**src/rtl/issue_scheduler.sv**
```systemverilog
// issue_scheduler: grants RS issue against single result-bus reservations and broadcasts wakeups.
// Define ISSUE_SCHED_PERF_EN to add saturating issue/stall performance counters.
module issue_scheduler #(
    parameter int ROB_TAG_LEN = 6,
    parameter int ALU_LAT     = 1,
    parameter int MUL_LAT     = 4,
    parameter int SCHED_DEPTH = 4
) (
    input  logic                   clock,
    input  logic                   reset,
    input  logic [1:0]             rs_insn_ready,
    input  logic [ROB_TAG_LEN-1:0] rs_dst_tag0,
    input  logic [ROB_TAG_LEN-1:0] rs_dst_tag1,
    output logic [1:0]             issue,
    output logic                   wakeup,
    output logic [ROB_TAG_LEN-1:0] wakeup_tag,
    output logic                   wakeup_src,
    output logic [2:0]             inflight
`ifdef ISSUE_SCHED_PERF_EN
    ,
    output logic [31:0]            perf_issue_alu,
    output logic [31:0]            perf_issue_mul,
    output logic [31:0]            perf_bus_stall
`endif
);
    logic [SCHED_DEPTH-1:0] s_valid;
    logic [SCHED_DEPTH-1:0] s_src;
    logic [ROB_TAG_LEN-1:0] s_tag [SCHED_DEPTH];
    logic [SCHED_DEPTH:0]   v_ext;
    // A latency equal to the depth lands on the always-empty slot above the top.
    assign v_ext = {1'b0, s_valid};
    always_comb begin
        issue[0]   = !reset && rs_insn_ready[0] && !v_ext[ALU_LAT];
        issue[1]   = !reset && rs_insn_ready[1] && !v_ext[MUL_LAT];
        wakeup     = s_valid[0];
        wakeup_tag = s_valid[0] ? s_tag[0] : '0;
        wakeup_src = s_valid[0] ? s_src[0] : 1'b0;
    end
    always_ff @(posedge clock) begin
        if (reset) begin
            s_valid  <= '0;
            s_src    <= '0;
            for (int k = 0; k < SCHED_DEPTH; k++) s_tag[k] <= '0;
            inflight <= '0;
        end else begin
            for (int k = 0; k < SCHED_DEPTH - 1; k++) begin
                s_valid[k] <= s_valid[k+1];
                s_src[k]   <= s_src[k+1];
                s_tag[k]   <= s_tag[k+1];
            end
            s_valid[SCHED_DEPTH-1] <= 1'b0;
            s_src[SCHED_DEPTH-1]   <= 1'b0;
            s_tag[SCHED_DEPTH-1]   <= '0;
            if (issue[0]) begin
                s_valid[ALU_LAT-1] <= 1'b1;
                s_src[ALU_LAT-1]   <= 1'b0;
                s_tag[ALU_LAT-1]   <= rs_dst_tag0;
            end
            if (issue[1]) begin
                s_valid[MUL_LAT-1] <= 1'b1;
                s_src[MUL_LAT-1]   <= 1'b1;
                s_tag[MUL_LAT-1]   <= rs_dst_tag1;
            end
            inflight <= inflight + 3'(issue[0]) + 3'(issue[1]) - 3'(s_valid[0]);
        end
    end
`ifdef ISSUE_SCHED_PERF_EN
    logic stall;
    assign stall = |(rs_insn_ready & ~issue);
    always_ff @(posedge clock) begin
        if (reset) begin
            perf_issue_alu <= '0;
            perf_issue_mul <= '0;
            perf_bus_stall <= '0;
        end else begin
            perf_issue_alu <= perf_issue_alu + {31'd0, issue[0] & ~&perf_issue_alu};
            perf_issue_mul <= perf_issue_mul + {31'd0, issue[1] & ~&perf_issue_mul};
            perf_bus_stall <= perf_bus_stall + {31'd0, stall & ~&perf_bus_stall};
        end
    end
`endif
endmodule

```
**config.mk**
```make
export PLATFORM = sky130hd
export DESIGN_NAME = issue_scheduler
export DESIGN_NICKNAME = d
export VERILOG_FILES = /design/src/rtl/issue_scheduler.sv
export SDC_FILE = /design/constraint.sdc
export NUM_CORES = 1
export LEC_CHECK = 0
export CAP_MARGIN = 20
export CORE_MARGIN = 3
export CORE_UTILIZATION = 48
export DETAILED_ROUTE_END_ITERATION = 10
export PLACE_DENSITY = 0.81
export SYNTH_ARGS = -nofsm -noshare
export SYNTH_HDL_FRONTEND = slang
export SYNTH_SLANG_ARGS = --single-unit
```
**constraint.sdc**
```tcl
create_clock -name clock -period 2.7 [get_ports clock]
set_clock_uncertainty 0.2 [all_clocks]
set_input_delay 0.27 -clock clock [delete_from_list [all_inputs] [get_ports clock]]
set_output_delay 0.27 -clock clock [all_outputs]
set_load 0.02 [all_outputs]
```
==> results by stage <==
Outcome:
- The flow ran to the end, and the final reports show no timing, DRC or antenna violations.

Clock network:
- The number of buffers added for setup after CTS is 0.
- The buffer cell driving the clock tree root is clkbuf_4.
- Clock tree synthesis inserted a total of 5 buffers.
- The clock reaches the later pin of the worst-skew pair after 0.31 ns.
- After clock tree synthesis, the repair step resized 0 gates.
- The clock tree buffer depth is 2.
- The H-tree was split into 2 levels.
- The number of sinks on the clock net is 32.
- After clock tree synthesis, the clock-pin slew on the worst setup and hold paths is approximately 0.08 ns.
- The clock tree from TritonCTS is yes.
- The number of buffers added to fix hold violations after cts is 0.

Pwr:
- Summed over all cells, the static leakage comes to 0.6943 nW.
- The peak ir drop on the vdd network is 0.0005098 V.
- The power density relative to cell area is 587.8 nW/um^2.

Route:
- The number of nets still failing antenna checks after routing is 0.
- For this run, the detailed router's first-pass iteration total came to 4.
- After detailed routing, the number of vias per cell comes to 4.349.
- The initial detailed-routing violation count is 14.
- In the routed design, unresolved DRC markers number 0.
- After detailed routing, the average wire length per cell comes to 10.34 um.
- The final wirelength is between 1.5 and 2 mm.
- For this block, the via count after detailed routing is 761.

Setup path:
- The endpoint identified for the worst register-to-register timing path is inflight[2].
- The worst register-to-register path has a setup slack of 0.52 ns.
- The worst stage delay on the critical path is 0.53 ns.
- The cell depth of the worst flop-to-flop path is 7.
- The element type at the critical path end is a flop.
- Traced cell by cell, the critical path runs through clkdlybuf4s50_1 > buf_4 > nor2b_1 > fa_1 > fa_1 > xnor2_1 > xnor2_1 > nor2_1.
- At the worst endpoint, the required time is ~2.7 ns.
- The critical path in this run is classified as in -> reg.
- The signal arrival time at the worst endpoint is 2.42 ns.
- STA classifies the critical path startpoint as an input port.
- The beginning of the worst register-to-register path is s_valid[0].
- The number of buffers and inverters on the critical path is 2.
- The critical path's slowest cell is clkdlybuf4s50_1.
- Grouping stages by cell kind, the critical path spends the most delay in buffers and inverters.
- Of all nets on the critical path, the largest fanout is 27.

GRT:
- The number of global-route vias before repair is between 700 and 800.
- The total overflow left after global routing is 0.
- The wire length of the first global-routing pass is 3.118 mm.
- The global-route total usage across every layer is 13.27%.
- The maximum number of pins on one net before global-route repair is 28.
- The initial antenna violation count is 0.

Synth:
- The post-synthesis share of cell area spent on and, or, nand and nor gates is 20.80%.
- The netlist area before placement is between 1000 and 1500 um^2.
- The synthesis-stage register bit count is 32.
- The number of distinct library cells after synthesis is 14.
- The count of warnings emitted by yosys is 0.
- The fraction of the mapped netlist area in compound gates is 0%.
- The proportion of synthesized chip area in sequential cells is 65.27%.
- After Yosys synthesis, full adders, half adders and majority gates account for 4.179% of the synthesized area.
- The dominant combinational cell family by area after synthesis is simple AND/OR/NAND/NOR gates.
- The synthesized area per cell is 13.24 um^2.
- The post-synthesis xor/xnor area fraction is 1.393%.
- The portion of synthesized area spent on multiplexers is 4.776%.
- Synthesis handed over a netlist of 95 instances.

Final layout:
- From synthesis to final layout, the design area changed by 33.73%.
- The library cell used most frequently in the layout, excluding fill and tap cells, is clkdlybuf4s50_1.
- After the flow finishes, the layout carries non-filler instances totaling 175.
- At the end of the flow the core is filled with cells to between 70 and 80%.
- Leaving out fill and tap cells, the most frequent cells in the layout are clkdlybuf4s50_1 (28), nor2b_1 (19), edfxtp_1 (18), conb_1 (18), dfxtp_1 (14).
- The final layout contains between 150 and 200 nets.
- The layout cell share with drive strength beyond 1 is 6.803%.
- The repair_antennas step left the layout with diodes totalling 0.

Floorplanning:
- The die covers 3270 um^2.
- The cell row count is 17.
- The floorplan step set the die width to 57.19 um.
- The die span in y is 57.19 um.
- After floorplanning, the core was sized to cover between 2000 and 2500 um^2.
- The initial utilization of the core area, before any placement, comes to a little over half.
- For this design the top-level I/O count stands at 29.

STA:
- The tightest hold margin is 0.2458 ns.
- The final max-slew violation count is 0.
- After layout, the minimum clock period comes to 2.423 ns.
- The setup total negative slack is 0 ns.
- Setup repair after global routing left no endpoint under its margin.
- The ratio of final minimum period to clock period is 89.73%.
- The peak clock frequency supported by timing is around 410 MHz.
- The number of endpoints failing setup at the final stage is 0.
- The number of hold violations in the final report is 0.

Min path:
- The kind of path behind the tightest hold check is reg -> reg.
- For hold timing, the worst endpoint is s_valid[2].
- The startpoint identified for the worst hold timing path is s_valid[3].
- The hold-critical path depth is 1.

Place:
- The final weighted congestion in routability-driven placement is 0.6507.
- The instance count after placement with tap cells included is 167.
- Input and output buffers added on the ports amount to 28.
- The total half-perimeter wirelength after legalization and detailed placement is 1.387 mm.

Flow run:
- Max-cap violations in this run came to 0.
-- cells in the mapped netlist --
cell,n,area share [%]
and2_1,13,6.5
buf_2,3,1.2
buf_6,1,0.90
conb_1,1,0.30
dfxtp_1,14,22
edfxtp_1,18,43
fa_1,2,3.2
ha_1,1,0.99
inv_1,4,1.2
mux2i_1,6,4.8
nor2_1,9,2.7
nor2b_1,19,9.5
nor2b_4,2,2.2
xnor2_1,2,1.4
-- report_power, final --
part           switching (mW)  internal (mW)
Sequential             0.0179          0.551
Clock                   0.138          0.100
Combinational          0.0809          0.101
-- flip-flops by register name, indices dropped and copies added (netlist names) --
signal	count
s_src	1
s_valid	4
inflight	3
s_tag	24
-- how the worst max path moves through the flow --
| stage | from | endpoint | slack (ns) | cells past startpoint |
|---|---|---|---|---|
| 2_1_floorplan | reset | inflight[2] | 0.28 | 10 |
| 5_1_grt | reset | inflight[2] | 0.16 | 8 |
| 4_1_cts | rs_insn_ready[1] | inflight[2] | 0.27 | 10 |
| 3_3_place_gp | reset | inflight[2] | 0.007 | 8 |
| 3_5_place_dp | reset | inflight[2] | -0.07 | 8 |
| 6_report | reset | inflight[2] | 0.28 | 8 |
-- stage by stage --
stage / worst slack [ns] / power, mW / instance area [um^2]
final: 0.2773 / 0.9885 / 1682
after detailed placement: -0.06695 / 0.7640 / 1633
after global placement: 0.006982 / 0.7549 / 1633
after CTS: 0.2714 / 1.005 / 1682
after floorplan: 0.2764 / 0.6838 / 1321
after global routing: 0.1615 / 1.053 / 1682
-- per-layer routing --
layer  GRT usage [%]  vias to the layer above  part of all wire (%)  wire [um]
li1                -                      391                     -          -
met3           8.597                        2                    11        195
met2           20.72                       31                    51        925
met4           6.954                        0                   1.0         19
met1           13.62                      337                    37        670
met5               0                        -                     0          0
-- logic make-up (layout without fill, tap and decap cells) --
group / count (synthesis) / count (layout)
and+or+nand+nor: 43 / 43
DFF: 32 / 32
buffers and inverters: 8 / 43
muxes: 6 / 6
adders and majority gates: 3 / 3
xor gates and xnor gates: 2 / 2
other: 1 / 18
-- area by class of cell --
type	instances	area, um^2
Multi-Input combinational cell	72	459.2
Clock inverter	1	3.754
Inverter	4	15.01
Timing Repair Buffer	31	302.8
Tap cell	28	35.03
Sequential cell	32	820.8
Clock buffer	7	45.04
Fill cell	173	658.1
(Power assumes the default switching activity.)
